[src/rtl/axi_amo_master.sv]
`default_nettype none
// =============================================================================
// axi_amo_master : single-outstanding RISC-V LOAD/STORE/LR/SC/AMO to AXI4+ATOP
// initiator. Optional macro: AXI_AMO_MASTER_ALIGN_CHECK_EN.     Revision: 1.0
// =============================================================================
module axi_amo_master #(
  parameter int unsigned AXI_ADDR_WIDTH   = 64,
  parameter int unsigned AXI_DATA_WIDTH   = 64,
  parameter int unsigned RISCV_WORD_WIDTH = 64
) (
  input  logic                          clk_i,
  input  logic                          rst_i,
  input  logic                          req_valid_i,
  output logic                          req_ready_o,
  input  logic [3:0]                    req_op_i,
  input  logic [AXI_ADDR_WIDTH-1:0]     req_addr_i,
  input  logic [1:0]                    req_size_i,
  input  logic [RISCV_WORD_WIDTH-1:0]   req_wdata_i,
  output logic                          rsp_valid_o,
  input  logic                          rsp_ready_i,
  output logic [RISCV_WORD_WIDTH-1:0]   rsp_rdata_o,
  output logic                          rsp_err_o,
  output logic                          mst_aw_valid_o,
  input  logic                          mst_aw_ready_i,
  output logic [AXI_ADDR_WIDTH-1:0]     mst_aw_addr_o,
  output logic [2:0]                    mst_aw_size_o,
  output logic [5:0]                    mst_aw_atop_o,
  output logic                          mst_aw_lock_o,
  output logic                          mst_w_valid_o,
  input  logic                          mst_w_ready_i,
  output logic [AXI_DATA_WIDTH-1:0]     mst_w_data_o,
  output logic [AXI_DATA_WIDTH/8-1:0]   mst_w_strb_o,
  input  logic                          mst_b_valid_i,
  output logic                          mst_b_ready_o,
  input  logic [1:0]                    mst_b_resp_i,
  output logic                          mst_ar_valid_o,
  input  logic                          mst_ar_ready_i,
  output logic [AXI_ADDR_WIDTH-1:0]     mst_ar_addr_o,
  output logic [2:0]                    mst_ar_size_o,
  output logic                          mst_ar_lock_o,
  input  logic                          mst_r_valid_i,
  output logic                          mst_r_ready_o,
  input  logic [AXI_DATA_WIDTH-1:0]     mst_r_data_i,
  input  logic [1:0]                    mst_r_resp_i
);
  localparam int unsigned STRB_WIDTH = AXI_DATA_WIDTH / 8;
  localparam int unsigned OFF_WIDTH  = $clog2(STRB_WIDTH);
  localparam int unsigned RW         = RISCV_WORD_WIDTH;

  localparam logic [3:0] OP_LOAD = 4'd0, OP_STORE = 4'd1, OP_LR  = 4'd2, OP_SC  = 4'd3;
  localparam logic [3:0] OP_SWAP = 4'd4, OP_ADD   = 4'd5, OP_XOR = 4'd6, OP_AND = 4'd7;
  localparam logic [3:0] OP_OR   = 4'd8, OP_MIN   = 4'd9, OP_MAX = 4'd10;
  localparam logic [3:0] OP_MINU = 4'd11, OP_MAXU = 4'd12;

  typedef enum logic [1:0] {IDLE = 2'd0, BUSY = 2'd1, RESP = 2'd2} state_e;

  state_e                    state_q, state_d;
  logic [3:0]                op_q, op_d;
  logic [AXI_ADDR_WIDTH-1:0] addr_q, addr_d;
  logic [1:0]                size_q, size_d;
  logic [OFF_WIDTH-1:0]      off_q, off_d;
  logic [5:0]                atop_q, atop_d;
  logic [AXI_DATA_WIDTH-1:0] wdata_q, wdata_d;
  logic [STRB_WIDTH-1:0]     strb_q, strb_d;
  logic                      aw_pend_q, aw_pend_d, w_pend_q, w_pend_d, ar_pend_q, ar_pend_d;
  logic                      r_exp_q, r_exp_d, b_exp_q, b_exp_d;
  logic [RW-1:0]             rdata_q, rdata_d;
  logic                      err_q, err_d;

  logic                      legal, is_read;
  logic [5:0]                atop;
  logic [OFF_WIDTH-1:0]      size_mask, off;
  logic [RW-1:0]             operand;
  logic [AXI_DATA_WIDTH-1:0] op_wide, r_shift;
  logic [STRB_WIDTH-1:0]     strb_base;
  logic [RW-1:0]             r_word;
  logic                      unused_ok;

  // Request decode and lane placement, evaluated on the incoming request.
  always_comb begin
    legal   = 1'b1;
    atop    = 6'h00;
    is_read = (req_op_i == OP_LOAD) || (req_op_i == OP_LR);
    case (req_op_i)
      OP_LOAD, OP_STORE, OP_LR, OP_SC: atop = 6'h00;
      OP_SWAP: atop = 6'h30;
      OP_ADD:  atop = 6'h20;
      OP_AND:  atop = 6'h21;
      OP_XOR:  atop = 6'h22;
      OP_OR:   atop = 6'h23;
      OP_MAX:  atop = 6'h24;
      OP_MIN:  atop = 6'h25;
      OP_MAXU: atop = 6'h26;
      OP_MINU: atop = 6'h27;
      default: legal = 1'b0;
    endcase
    if (!((req_size_i == 2'd2) || ((req_size_i == 2'd3) && (RW == 64)))) legal = 1'b0;
    size_mask = OFF_WIDTH'((32'd1 << req_size_i) - 32'd1);
    off       = req_addr_i[OFF_WIDTH-1:0] & ~size_mask;
`ifdef AXI_AMO_MASTER_ALIGN_CHECK_EN
    if (|(req_addr_i[OFF_WIDTH-1:0] & size_mask)) legal = 1'b0;
`endif
    // AND is issued as an atomic clear, so the operand goes out inverted.
    operand = (req_op_i == OP_AND) ? ~req_wdata_i : req_wdata_i;
    if (req_size_i == 2'd2) operand = RW'(operand[31:0]);
    op_wide = '0;
    op_wide[RW-1:0] = operand;
    strb_base = '0;
    for (int i = 0; i < int'(STRB_WIDTH); i++) strb_base[i] = (i < (1 << req_size_i));
  end

  always_comb begin
    r_shift = mst_r_data_i >> {off_q, 3'b000};
    r_word  = (size_q == 2'd2) ? RW'($signed(r_shift[31:0])) : r_shift[RW-1:0];
  end

  assign unused_ok = ^{mst_r_resp_i[0], r_shift};

  always_ff @(posedge clk_i) begin
    if (rst_i) begin
      state_q   <= IDLE;
      op_q      <= '0;
      addr_q    <= '0;
      size_q    <= '0;
      off_q     <= '0;
      atop_q    <= '0;
      wdata_q   <= '0;
      strb_q    <= '0;
      aw_pend_q <= 1'b0;
      w_pend_q  <= 1'b0;
      ar_pend_q <= 1'b0;
      r_exp_q   <= 1'b0;
      b_exp_q   <= 1'b0;
      rdata_q   <= '0;
      err_q     <= 1'b0;
    end else begin
      state_q   <= state_d;
      op_q      <= op_d;
      addr_q    <= addr_d;
      size_q    <= size_d;
      off_q     <= off_d;
      atop_q    <= atop_d;
      wdata_q   <= wdata_d;
      strb_q    <= strb_d;
      aw_pend_q <= aw_pend_d;
      w_pend_q  <= w_pend_d;
      ar_pend_q <= ar_pend_d;
      r_exp_q   <= r_exp_d;
      b_exp_q   <= b_exp_d;
      rdata_q   <= rdata_d;
      err_q     <= err_d;
    end
  end

  always_comb begin
    state_d   = state_q;
    op_d      = op_q;
    addr_d    = addr_q;
    size_d    = size_q;
    off_d     = off_q;
    atop_d    = atop_q;
    wdata_d   = wdata_q;
    strb_d    = strb_q;
    aw_pend_d = aw_pend_q;
    w_pend_d  = w_pend_q;
    ar_pend_d = ar_pend_q;
    r_exp_d   = r_exp_q;
    b_exp_d   = b_exp_q;
    rdata_d   = rdata_q;
    err_d     = err_q;
    case (state_q)
      IDLE: begin
        if (req_valid_i) begin
          op_d    = req_op_i;
          addr_d  = req_addr_i;
          size_d  = req_size_i;
          off_d   = off;
          atop_d  = atop;
          wdata_d = op_wide << {off, 3'b000};
          strb_d  = strb_base << off;
          rdata_d = '0;
          err_d   = ~legal;
          if (legal) begin
            state_d   = BUSY;
            ar_pend_d = is_read;
            aw_pend_d = ~is_read;
            w_pend_d  = ~is_read;
            r_exp_d   = is_read || (atop != 6'h00);
            b_exp_d   = ~is_read;
          end else begin
            state_d = RESP;
          end
        end
      end
      BUSY: begin
        if (mst_aw_ready_i) aw_pend_d = 1'b0;
        if (mst_w_ready_i)  w_pend_d  = 1'b0;
        if (mst_ar_ready_i) ar_pend_d = 1'b0;
        if (r_exp_q && mst_r_valid_i) begin
          r_exp_d = 1'b0;
          rdata_d = r_word;
          err_d   = err_d | mst_r_resp_i[1];
        end
        if (b_exp_q && mst_b_valid_i) begin
          b_exp_d = 1'b0;
          if (op_q == OP_SC) rdata_d = (mst_b_resp_i == 2'b01) ? '0 : RW'(1);
          err_d = err_d | mst_b_resp_i[1];
        end
        if (!(aw_pend_d || w_pend_d || ar_pend_d || r_exp_d || b_exp_d)) state_d = RESP;
      end
      RESP: begin
        if (rsp_ready_i) state_d = IDLE;
      end
      default: state_d = IDLE;
    endcase
  end

  assign req_ready_o    = (state_q == IDLE);
  assign rsp_valid_o    = (state_q == RESP);
  assign rsp_rdata_o    = rdata_q;
  assign rsp_err_o      = err_q;
  assign mst_aw_valid_o = aw_pend_q;
  assign mst_aw_addr_o  = addr_q;
  assign mst_aw_size_o  = {1'b0, size_q};
  assign mst_aw_atop_o  = atop_q;
  assign mst_aw_lock_o  = (op_q == OP_SC);
  assign mst_w_valid_o  = w_pend_q;
  assign mst_w_data_o   = wdata_q;
  assign mst_w_strb_o   = strb_q;
  assign mst_b_ready_o  = b_exp_q;
  assign mst_ar_valid_o = ar_pend_q;
  assign mst_ar_addr_o  = addr_q;
  assign mst_ar_size_o  = {1'b0, size_q};
  assign mst_ar_lock_o  = (op_q == OP_LR);
  assign mst_r_ready_o  = r_exp_q;

endmodule
`default_nettype wire

[config.mk]
export PLATFORM = sky130hd
export DESIGN_NAME = axi_amo_master
export DESIGN_NICKNAME = d
export VERILOG_FILES = /design/src/rtl/axi_amo_master.sv
export SDC_FILE = /design/constraint.sdc
export NUM_CORES = 1
export LEC_CHECK = 0
export BUFFER_PORTS_ARGS = -buffer_cell sky130_fd_sc_hd__buf_2
export CAP_MARGIN = 20
export CORE_AREA = 2 2 193 195
export CTS_CLUSTER_DIAMETER = 100
export DETAILED_ROUTE_END_ITERATION = 10
export DIE_AREA = 0 0 195 197
export GPL_ROUTABILITY_DRIVEN = 0
export PLACE_DENSITY = 0.64
export SLEW_MARGIN = 20
export SYNTH_ARGS = -nofsm -noshare
export SYNTH_HDL_FRONTEND = slang
export SYNTH_SLANG_ARGS = --single-unit
export TNS_END_PERCENT = 50
[constraint.sdc]
create_clock -name clk_i -period 6.3 [get_ports clk_i]
set_input_delay 1.26 -clock clk_i [delete_from_list [all_inputs] [get_ports clk_i]]
set_output_delay 1.26 -clock clk_i [all_outputs]
set_load 0.02 [all_outputs]
Yosys cells after proc, flatten, opt, wreduce, memory -nomap -nowiden
Index checks and enable logic that the tools add are counted.

storage, ports and cells
  flip-flop bits (word level) = 223
  latch bits = 0
  memory bits (writable) = 0
  memory bits (read-only) = 0
  output and inout bits = 286
  word-level logic and storage cells = 120
  memories = 0

operators by class
  add/subtract/negate cells = 1
  multipliers = 0
  div/mod/pow operators = 0
  magnitude comparators = 8
  equality and inequality tests = 24
  shift-type cells = 4
  mux-type cells = 43
  bitwise logic cells = 7
  reductions and logical operators = 18

operators with widths
  operator                                                                       number
  64-bit two-way mux                                                             7
  4-bit by 32-bit less-than comparator with 1-bit output (first input constant)  4
  64-bit one-hot mux with 2 select lines                                         1
  3-bit by 32-bit less-than comparator with 1-bit output (first input constant)  2
  64-bit NOT                                                                     1
  64-bit by 6-bit << shifter with 64-bit output                                  1
  64-bit by 6-bit >> shifter with 64-bit output                                  1
  6-bit one-hot mux with 9 select lines                                          1
  1-bit by 32-bit less-than comparator with 1-bit output (first input constant)  1
  2-bit by 32-bit less-than comparator with 1-bit output (first input constant)  1
  1-bit by 2-bit << shifter with 32-bit output (first input constant)            1
  1-bit two-way mux                                                              23
  4-bit == test (second input constant)                                          5
  4-bit by 2-bit == test with 1-bit output (second input constant)               4
  4-bit by 3-bit == test with 1-bit output (second input constant)               4
  13-bit OR reduction                                                            1
  1-bit one-hot mux with 2 select lines                                          6
  2-bit == test (second input constant)                                          4
  2-bit two-way mux                                                              4
  8-bit by 3-bit << shifter with 8-bit output                                    1
  1-bit logical OR                                                               7
  2-bit one-hot mux with 3 select lines                                          1
  3-bit AND reduction                                                            2
  6-bit nonzero test                                                             1
  14 further kinds                                                               21

Depth between registers and ports, before layout
Gate-level depths: netlist (run 1).

  depth after elaboration = 8
  depth in mapped cells = 11
  gate-level depth less buffers = 8

Worst setup path before layout (run 1)
No wires, ideal clock.

  kind = input to register
  start point = input req_size_i[0]
  end point = register wdata_q[54], in the netlist mst_w_data_o[54]
  setup time = 0.127 ns
  arrival time = 3.551 ns
  setup slack = 2.622 ns
  cell stages on the path = 10
  buffers on the path = 3
  path through = clkbuf_1 -> buf_1 -> nand2_1 -> ha_1 -> and2_1 -> clkbuf_1 -> mux2_2 -> a221o_1 -> a32oi_1 -> nand3_1

between the ends
  longest elaborated chain between the ends = 5
  elaborated cells between the ends (all ways) = 7
  classes of those cells = add/sub (1); eq/ne (1); shift (2); mux (1); bitwise (2)

RTL lines
  what                                             line  source
  start: declaration                               17    input logic [1:0] req_size_i,
  1-bit by 2-bit << shifter with 32-bit output     n/a
  3-bit by 1-bit subtractor with 3-bit output      98    size_mask = OFF_WIDTH'((32'd1 << req_size_i) - 32'd1);
  3-bit NOT                                        99    off = req_addr_i[OFF_WIDTH-1:0] & ~size_mask;
  3-bit bitwise AND                                99
  64-bit by 6-bit << shifter with 64-bit output *  179   wdata_d = op_wide << {off, 3'b000};
  end signal: assignment                           143   wdata_q <= wdata_d;
  end: declaration                                 63    logic [AXI_DATA_WIDTH-1:0] wdata_q, wdata_d;

Mark *: on every way between the ends. The rest lies on a longest branch, timed or not.
A chain may end at the register's enable or synchronous reset.

Final worst setup path (run 1)
  start point = input req_size_i[1]
  end point = register wdata_q[22], in the netlist mst_w_data_o[22]

Same word-level chain as after synthesis.

==> flow_summary_export.csv, run 1 <==
group,metric,value,unit
run_status,status,"complete, no violations",
sta,min_period,3830,ps
cells_and_area,final_area,0.0158,sq mm
critical_path,worstReg2RegStart,"off_q[2]",
pwr,p_int,0.00282,W
route,finalWirelength,50.0,mm
floorplan,start_util,35.3,%
route,drc,0,
cts,cts_sinks,222,
placement,portBuffers,492,
pwr,vdd_drop_max,0.179,mV
pwr,p_seq_share,37.1,%
cells_and_area,fillers,3651,
critical_path,critPathKind,"primary input to flip-flop",
floorplan,io_pins,497,
pwr,p_clk_share,35.4,%
global_routing,grt_pass1_wl,73.7,mm
cts,postCtsHoldBufs,0,
min_path,min_from,"rsp_rdata_o[30]",
yosys,ys_types,70,
critical_path,cp-start-kind,"primary input",
critical_path,critPathRequiredTime,6690,ps
route,first_pass_iters,5,
sta,fmax,261,MHz
global_routing,grt_max_degree,84,
placement,placed_cell_area,0.0149,sq mm
cts,insertion_delay,550,ps
global_routing,grt_antenna_before_repair,4,
pwr,p_leak,6.99,nW
sta,rsz0062_at_grt,"false",
flow_run,max_cap_violations,0,
route,vias_per_cell,5.54,
route,drt_iter0_markers,962,
min_path,hold_class,"flip-flop to flip-flop",
sta,setup_slack,2470,ps
yosys,ys_warn_count,0,
pwr,combinationalPowerShare,27.5,%
cts,clk_pin_slew,60,ps
yosys,synth-seq-area-share,34.7,%
placement,post-place-ws,1980,ps
floorplan,fp.coreArea,0.0363,sq mm
route,wl_per_cell,21.4,microns
critical_path,r2r_end,"rsp_rdata_o[34]",
sta,slew_violations,0,
cts,cts_tree,"built",
global_routing,grt_use_total,24.6,%
critical_path,reg2reg_depth,5,
sta,min_period_over_period,60.9,%
sta,tightest_slew,961,ps
cts,cts_root_buf,"clkbuf_16",
yosys,synth.most_common_cell,"dfxtp_1",
route,final_antenna_net_count,0,
sta,hold_violations,0,
cts,cts.repair.resized,0,
cts,cts_setup_buffers,0,
sta,relSlewSlack,35.9,%
yosys,yosysTopAreaCell,"dfxtp_1",
yosys,netlist_area,0.0128,sq mm
route,num_vias,12942,
yosys,ys_ff_latch,222,
critical_path,endpoint_kind,"flip-flop",
cells_and_area,area_delta_synth_final,23.3,%
placement,hpwlAfterDp,37.0,mm
sta,setup_tns,0,ps
yosys,synthFlopType,"dfxtp_1",
cells_and_area,num-nets-final,2062,
global_routing,grt_pass1_vias,12291,
floorplan,rows,70,
critical_path,critPathMaxFanout,29,
yosys,synth-edff-count,0,
floorplan,die_y,197,microns
cts,cts_buffers,27,
min_path,min_to,"rsp_rdata_o[30]",
yosys,netlist_instances,1510,
yosys,ys_top_cells_by_area,"dfxtp_1, mux2i_1, nand2_1",
sta,finClkSkew,29.6,ps
pwr,swShare,34.4,%
floorplan,die_area,0.0384,sq mm
cells_and_area,layout-drive-gt1-share,33.5,%
cts,h-tree-depth,1,
critical_path,worstPathArrival,4230,ps
cts,cts_buffer_depth,3,
global_routing,grt-ovfl-total,0,
min_path,min_delay_path_depth,2,
sta,setup_viol,0,
yosys,async_flop_share,0,%
yosys,yosys-top-cells-count,"dfxtp_1, nand2_1, a21oi_1",
yosys,synth.top_cell.area_share,34.7,%
yosys,synth_area_per_cell,8.47,sq um
pwr,power_switching,0.00148,W
pwr,power.density,272,mW/mm^2
floorplan,die_w,195,microns
critical_path,r2r_setup_slack,3240,ps
-- power by group through the flow --
| stage | Sequential, W | Clock, W | Combinational [W] |
|---|---|---|---|
| after detailed placement | 0.00162 | 0 | 0.00118 |
| final | 0.00159 | 0.00152 | 0.00118 |
| after global routing | 0.00161 | 0.00161 | 0.00128 |
| after global placement | 0.00162 | 0 | 0.00117 |
| after CTS | 0.00159 | 0.00156 | 0.00119 |
| after floorplan | 0.00171 | 0 | 0.000697 |
-- how the worst max path moves through the flow --
stage,cells after the start,endpoint,start
final,10,mst_w_data_o[22],req_size_i[1]
after global routing,10,mst_w_data_o[22],req_size_i[1]
after CTS,10,mst_w_data_o[54],req_size_i[1]
after detailed placement,10,mst_w_data_o[54],req_size_i[1]
after global placement,10,mst_w_data_o[54],req_size_i[1]
after floorplan,10,mst_w_data_o[54],req_size_i[0]
-- kinds of logic (layout without fill, tap and decap cells) --
group                    Yosys count  after routing  share of synthesized area, %
AO/OA/AOI/OAI                    436            436                          22.8
XOR/XNOR                          62             62                          4.54
adder cells (fa/ha/maj)            2              2                         0.196
buffers and inverters            214            567                          8.91
flip-flops                       222            222                          34.7
multiplexers                     143            143                          13.9
other                              1              5                        0.0293
AND/OR/NAND/NOR                  430            430                          14.9
-- cells in the final DEF (no fill, tap or decap), types with 12 or more instances in the layout --
master | netlist | routed
a22o_1 | 30 | 30
o21ai_0 | 52 | 52
nand2b_1 | 16 | 16
buf_2 | 35 | 491
a22oi_1 | 66 | 66
mux2i_1 | 87 | 87
nor2_1 | 105 | 105
a21oi_1 | 126 | 126
o32ai_1 | 15 | 15
o22ai_1 | 26 | 26
nand2_1 | 219 | 219
clkbuf_16 | 0 | 27
buf_4 | 74 | 19
mux2_2 | 31 | 31
and3_1 | 15 | 15
nor2b_1 | 16 | 16
mux4_2 | 25 | 25
dfxtp_1 | 222 | 220
nor3_1 | 19 | 19
xnor2_1 | 56 | 56
o31ai_1 | 15 | 15
a211oi_1 | 12 | 12
o2bb2ai_1 | 18 | 18
-- worst max-delay path: stages --
cell and delay (ps):
buf_2 270, nor2_1 230, inv_1 80, ha_1 590, and2_1 680, buf_4 430, nor2_1 90, a221o_1 330
a32oi_1 200, nor2_1 60
-- metrics by stage --
stage          power, W  util [%]  instances  hold slack (ps)
2_1_floorplan   0.00241         -       1512              440
3_3_place_gp    0.00279      41.2       2288              439
6_report        0.00430      43.5       2335              450
5_1_grt         0.00450      43.5       2333              467
4_1_cts         0.00434      43.5       2333              450
3_5_place_dp    0.00280      41.2       2288              443
-- area by class of cell --
class / count / area, sq um / area share (%)
antenna: 2 / 5.00 / 0.0317
clock buffer: 43 / 806 / 5.11
clock inverter: 2 / 35.0 / 0.222
inverter: 11 / 41.3 / 0.262
multi-input combinational: 1076 / 7240 / 45.9
sequential: 222 / 4450 / 28.2
tap: 468 / 586 / 3.71
timing repair buffer: 511 / 2610 / 16.6
-- layer usage --
metal / wire [microns] / track usage, % / vias to the layer above
li1: - / - / 6057
met1: 20300 / 31.7 / 6163
met2: 23000 / 39.7 / 593
met3: 4570 / 5.80 / 121
met4: 2030 / 10.0 / 8
met5: 61 / 0 / -
-- registers in the layout, indices dropped and copies added, names as in the netlist --
| signal | cells |
|---|---|
| mst_ar_addr_o | 64 |
| mst_w_data_o | 64 |
| rsp_rdata_o | 64 |
| mst_w_strb_o | 8 |
| mst_aw_atop_o | 5 |
| op_q | 4 |
| off_q | 3 |
| size_q | 2 |
| state_q | 2 |
| mst_ar_valid_o | 1 |
| mst_aw_valid_o | 1 |
| mst_b_ready_o | 1 |
| mst_r_ready_o | 1 |
| mst_w_valid_o | 1 |
| rsp_err_o | 1 |
Note: power is estimated with default switching activity, not from simulation.
==> inputs of run 2 (changes only) <==
--- a/config.mk
+++ b/config.mk
@@ -5,14 +5,15 @@
 export SDC_FILE = /design/constraint.sdc
 export NUM_CORES = 1
 export LEC_CHECK = 0
+export ABC_AREA = 1
 export BUFFER_PORTS_ARGS = -buffer_cell sky130_fd_sc_hd__buf_2
 export CAP_MARGIN = 20
-export CORE_AREA = 2 2 193 195
+export CORE_AREA = 2 2 191 193
 export CTS_CLUSTER_DIAMETER = 100
 export DETAILED_ROUTE_END_ITERATION = 10
-export DIE_AREA = 0 0 195 197
+export DIE_AREA = 0 0 193 195
 export GPL_ROUTABILITY_DRIVEN = 0
-export PLACE_DENSITY = 0.64
+export PLACE_DENSITY = 0.69
 export SLEW_MARGIN = 20
 export SYNTH_ARGS = -nofsm -noshare
 export SYNTH_HDL_FRONTEND = slang
==> constraint.sdc (replaced) <==
create_clock -name clk_i -period 3.38 [get_ports clk_i]
set_input_delay 0.676 -clock clk_i [delete_from_list [all_inputs] [get_ports clk_i]]
set_output_delay 0.676 -clock clk_i [all_outputs]
set_load 0.02 [all_outputs]
==> flow_summary_export.csv, run 2 <==
group,metric,value,unit
cells_and_area,num-nets-final,2702,
placement,hpwlAfterDp,38.4,mm
route,wl_per_cell,17.6,microns
yosys,yosys-top-cells-count,"nand2_1, nand3_1, dfxtp_1",
min_path,hold_class,"primary input to flip-flop",
critical_path,worstPathArrival,1910,ps
run_status,status,"complete, no violations",
critical_path,critical_path.max_stage_delay,730,ps
yosys,synth-edff-count,0,
min_path,min_from,"req_addr_i[26]",
sta,relSlewSlack,34.8,%
cells_and_area,final_common_cell,"nand2_1",
floorplan,fp.coreArea,0.0354,sq mm
yosys,ys_types,34,
global_routing,grt_use_total,26.5,%
yosys,synth_area_per_cell,6.13,sq um
yosys,ys_warn_count,0,
floorplan,die_y,195,microns
cts,cts_buffers,27,
cts,cts.repair.resized,0,
pwr,power.density,508,mW/mm^2
cts,cts_sinks,222,
critical_path,cpLargestDelayFamily,"simple AND/OR/NAND/NOR gates",
global_routing,grt-ovfl-total,0,
sta,setup_slack,789,ps
sta,setup_tns,0,ps
sta,fmax,386,MHz
min_path,min_to,"mst_ar_addr_o[26]",
critical_path,worstReg2RegStart,"off_q[2]",
cts,insertion_delay,560,ps
yosys,synth.most_common_cell,"nand2_1",
global_routing,grt_pass1_wl,78.4,mm
placement,portBuffers,492,
cts,h-tree-depth,1,
critical_path,r2r_setup_slack,990,ps
placement,post-place-ws,636,ps
cells_and_area,layout-drive-gt1-share,24.7,%
cells_and_area,final_cell_mix,"nand2_1, buf_2, nand3_1",
route,first_pass_iters,8,
sta,min_period,2590,ps
cts,cts_setup_buffers,0,
critical_path,critPathMaxFanout,3,
critical_path,timing.critical_path.cells,"nor4b_1, buf_2",
global_routing,met2_usage,44.9,%
cts,clk_pin_slew,60,ps
cells_and_area,final-instance-count-excl-fill,2976,
sta,slew_violations,0,
sta,finClkSkew,13.8,ps
yosys,synthFlopType,"dfxtp_1",
pwr,totalPowerFinal,0.00830,W
yosys,ys_top_cells_by_area,"dfxtp_1, nand2_1, nand3_1",
route,vias_per_cell,5.25,
sta,tightest_slew,977,ps
yosys,synth-seq-area-share,33.7,%
critical_path,critPathRequiredTime,2700,ps
yosys,yosysTopAreaCell,"dfxtp_1",
min_path,min_delay_path_depth,3,
cts,cts_buffer_depth,3,
global_routing,grt_max_degree,142,
global_routing,top_usage_layer,"met2",
critical_path,cp-start-kind,"flip-flop",
global_routing,grt_antenna_before_repair,14,
critical_path,critPathSlowestCell,"nor4b_1",
cts,postCtsHoldBufs,0,
floorplan,io_pins,497,
pwr,p_leak,8.39,nW
critical_path,critPathKind,"flip-flop to primary output",
yosys,synth.top_cell.area_share,33.7,%
route,drt_iter0_markers,1434,
yosys,netlist_instances,2150,
floorplan,die_area,0.0376,sq mm
cells_and_area,area_delta_synth_final,24.1,%
yosys,async_flop_share,0,%
critical_path,r2r_end,"rsp_rdata_o[37]",
route,num_vias,15618,
cts,cts_tree,"built",
yosys,ys_ff_latch,222,
flow_run,max_cap_violations,0,
global_routing,met1_usage,32.4,%
yosys,netlist_area,0.0132,sq mm
placement,dp.cells,2921,
route,finalWirelength,52.4,mm
floorplan,start_util,37.2,%
global_routing,grtUsageMet3,6.33,%
global_routing,grt_pass1_vias,14010,
floorplan,die_w,193,microns
floorplan,rows,69,
route,final_antenna_net_count,0,
cts,cts_root_buf,"clkbuf_16",
critical_path,endpoint_kind,"primary output",
sta,hold_violations,0,
critical_path,critPathBufInv,1,
sta,rsz0062_at_grt,"false",
sta,setup_viol,0,
route,drc,0,
sta,min_period_over_period,76.6,%
pwr,vdd_drop_max,0.399,mV
critical_path,reg2reg_depth,8,
run 2: changes by cell type after synthesis, moves of 43 or more:
cell     change
a21oi_1     +43
nand2_1    +439
xnor2_1     -56
o21ai_0    +104
a22oi_1     -66
nand3_1    +236
nor2_1     +115
inv_1      +127
mux2i_1     -87
run 2: worst max path at each step:
stage | start | to | slack (ps) | cells after the start
3_5_place_dp | req_size_i[1] | mst_w_data_o[32] | 640 | 10
4_1_cts | op_q[2] | mst_ar_lock_o | 810 | 2
3_3_place_gp | mst_b_valid_i | rsp_rdata_o[46] | 630 | 9
5_1_grt | off_q[2] | rsp_rdata_o[37] | 770 | 8
6_report | op_q[2] | mst_ar_lock_o | 790 | 2
2_1_floorplan | req_size_i[1] | mst_w_data_o[60] | 890 | 12
run 2: cell type report:
cell class              instances  area, sq um
flip-flops and latches        222         4450
clock inverters                15          195
inverters                     144          541
repair buffers                528         2830
clock buffers                  33          728
diodes                          7         17.5
multi-input cells            1566         7020
well taps                     461          577
fillers                      3744        19000
run 2: cell families (layout without fill, tap and decap cells):
family | Yosys count | after routing | synth area share (%)
AOI/OAI and AO/OA | 381 | 381 | 15.5
adders and majority gates | 2 | 2 | 0.190
buffers and inverters | 364 | 720 | 13.3
DFF | 222 | 222 | 33.7
other | 1 | 10 | 0.0284
and+or+nand+nor | 1180 | 1180 | 37.3
run 2: power by group:
part           switching [W]  total (W)  internal (W)
logic                0.00158    0.00230      0.000719
clock network        0.00122    0.00305       0.00183
registers           0.000140    0.00295       0.00281
run 2: stage by stage:
| stage | hold slack (ps) | util, % | instance area [sq um] |
|---|---|---|---|
| after floorplan | 470 | - | 13200 |
| after global routing | 358 | 46.2 | 16300 |
| final | 370 | 46.2 | 16400 |
| after detailed placement | 450 | 43.5 | 15400 |
| after global placement | 448 | 43.5 | 15400 |
| after CTS | 344 | 46.2 | 16300 |
run 2: layer usage:
layer  share of wire [%]  vias to the layer above
met5                0.21                        -
met4                 4.1                       16
met3                  10                      127
met2                  47                      813
met1                  39                     7095
li1                    -                     7567
run 2: tightest hold or removal path, cell delays in order:
cell and delay (ps):
buf_2 70, o21ai_0 70, nor2_1 70
==> inputs of run 3 (changes only) <==
--- a/config.mk
+++ b/config.mk
@@ -5,15 +5,15 @@
 export SDC_FILE = /design/constraint.sdc
 export NUM_CORES = 1
 export LEC_CHECK = 0
-export ABC_AREA = 1
+export ABC_AREA = 0
 export BUFFER_PORTS_ARGS = -buffer_cell sky130_fd_sc_hd__buf_2
 export CAP_MARGIN = 20
-export CORE_AREA = 2 2 191 193
+export CORE_AREA = 2 2 193 195
 export CTS_CLUSTER_DIAMETER = 100
 export DETAILED_ROUTE_END_ITERATION = 10
-export DIE_AREA = 0 0 193 195
+export DIE_AREA = 0 0 195 197
 export GPL_ROUTABILITY_DRIVEN = 0
-export PLACE_DENSITY = 0.69
+export PLACE_DENSITY = 0.66
 export SLEW_MARGIN = 20
 export SYNTH_ARGS = -nofsm -noshare
 export SYNTH_HDL_FRONTEND = slang
==> constraint.sdc (replaced) <==
create_clock -name clk_i -period 2.15 [get_ports clk_i]
set_input_delay 0.43 -clock clk_i [delete_from_list [all_inputs] [get_ports clk_i]]
set_output_delay 0.43 -clock clk_i [all_outputs]
set_load 0.02 [all_outputs]
==> flow_summary_export.csv, run 3 (synthesized netlist as in run 1, its figures left out) <==
group,metric,value,unit
run_status,status,"complete, no violations",
cts,cts_tree,"built",
flow_run,max_cap_violations,0,
floorplan,die_area,0.0384,sq mm
critical_path,critical_path.max_stage_delay,580,ps
floorplan,die_w,195,microns
critical_path,endpoint_kind,"flip-flop",
global_routing,grt_use_total,25.1,%
critical_path,critPathKind,"flip-flop to flip-flop",
placement,portBuffers,492,
global_routing,grt_pass1_wl,75.0,mm
sta,rsz0062_at_grt,"false",
cells_and_area,area_delta_synth_final,30.2,%
sta,fmax,498,MHz
sta,finClkSkew,11.7,ps
route,final_antenna_net_count,0,
route,num_vias,13356,
sta,relSlewSlack,45.1,%
global_routing,grt_antenna_before_repair,5,
cells_and_area,multiInputGateArea,0.00728,sq mm
cts,h-tree-depth,1,
route,wl_per_cell,21.2,microns
sta,tightest_slew,818,ps
sta,setup_tns,0,ps
floorplan,fp.coreArea,0.0363,sq mm
sta,setup_viol,0,
cells_and_area,num-nets-final,2141,
pwr,vdd_drop_max,0.519,mV
cells_and_area,utilization,45.9,%
critical_path,timing.critical_path.cells,"nor3b_2, buf_4, nand2_1, nor3_1, mux2i_1, a31oi_1",
sta,hold_violations,0,
route,vias_per_cell,5.52,
cells_and_area,final_common_cell,"buf_2",
critical_path,critPathRequiredTime,2610,ps
pwr,p_leak,7.49,nW
sta,setup_slack,143,ps
floorplan,die_y,197,microns
sta,slew_violations,0,
floorplan,rows,70,
pwr,power.density,795,mW/mm^2
cts,clk_pin_slew,60,ps
cts,cts_sinks,222,
sta,min_period,2010,ps
route,drt_iter0_markers,1133,
cells_and_area,final_cell_mix,"buf_2, dfxtp_1, nand2_1",
placement,hpwlAfterDp,39.4,mm
floorplan,io_pins,497,
route,drc,0,
critical_path,worstPathArrival,2460,ps
route,first_pass_iters,5,
cts,cts_buffer_depth,3,
global_routing,grt-ovfl-total,0,
cts,cts_root_buf,"clkbuf_16",
critical_path,r2r_setup_slack,140,ps
cells_and_area,layout-drive-gt1-share,36.9,%
min_path,hold_class,"primary input to flip-flop",
sta,min_period_over_period,93.4,%
placement,post-place-ws,-260,ps
cells_and_area,register_area,0.00445,sq mm
cells_and_area,fillers,3581,
global_routing,grt_max_degree,71,
route,finalWirelength,51.3,mm
critical_path,critPathSlowestCell,"nor3_1",
global_routing,grt_pass1_vias,12567,
cts,cts_buffers,27,
cts,insertion_delay,540,ps
floorplan,start_util,35.3,%
critical_path,critPathMaxFanout,6,
cts,postCtsHoldBufs,0,
sta,worst_hold_slack,123,ps
critical_path,cp-start-kind,"flip-flop",
-- run 3: final timing paths --
path,start,to,cells past startpoint
worst max-delay path,state_q[0],mst_w_data_o[57],6
worst min-delay path,req_addr_i[32],mst_ar_addr_o[32],3
worst max register to register,state_q[0],mst_w_data_o[57],6
worst min register to register,rsp_rdata_o[28],rsp_rdata_o[28],2
-- run 3: per-stage QoR --
stage	power [W]	cells	cell area (sq um)
final	0.0132	2418	16700
after global routing	0.0138	2416	16700
after CTS	0.0133	2416	16600
after detailed placement	0.00844	2367	15700
after global placement	0.00839	2367	15700
after floorplan	0.00709	1512	12900
-- run 3: power by group --
part / internal [W] / switching [W] / leakage [nW] / total (W)
Sequential: 0.00442 / 0.000225 / 1.81 / 0.00465
Combinational: 0.00137 / 0.00238 / 5.22 / 0.00375
Clock: 0.00298 / 0.00187 / 0.465 / 0.00485
-- run 3: final cells by class --
class / instances / share of cell area [%]
antenna: 2 / 0.0300
tap: 468 / 3.51
inverter: 11 / 0.263
timing repair buffer: 590 / 20.1
multi-input combinational: 1076 / 43.7
clock buffer: 37 / 4.64
clock inverter: 12 / 0.999
sequential: 222 / 26.7
-- run 3: layer usage --
layer  vias up  share of wire [%]  global-route usage, %
li1       6214                  -                      -
met1      6343                 41                   33.0
met2       694                 47                   41.5
met3        99                8.9                   4.77
met4         6                3.4                   8.28
met5         -              0.086                      0
-- run 3: what timing repair did --
item,CTS,global route
endpoints found under the setup margin,1,6
resized for setup,1,1
buffers inserted,0,0
gates cloned,0,0
-- run 3: critical path, delay by kind of cell, from the launching register on --
family,cells,cell delay [ps]
AOI/OAI and AO/OA,1,170
buffers and inverters,1,200
and+or+nand+nor,3,1060
muxes,1,160
DFF,1,320
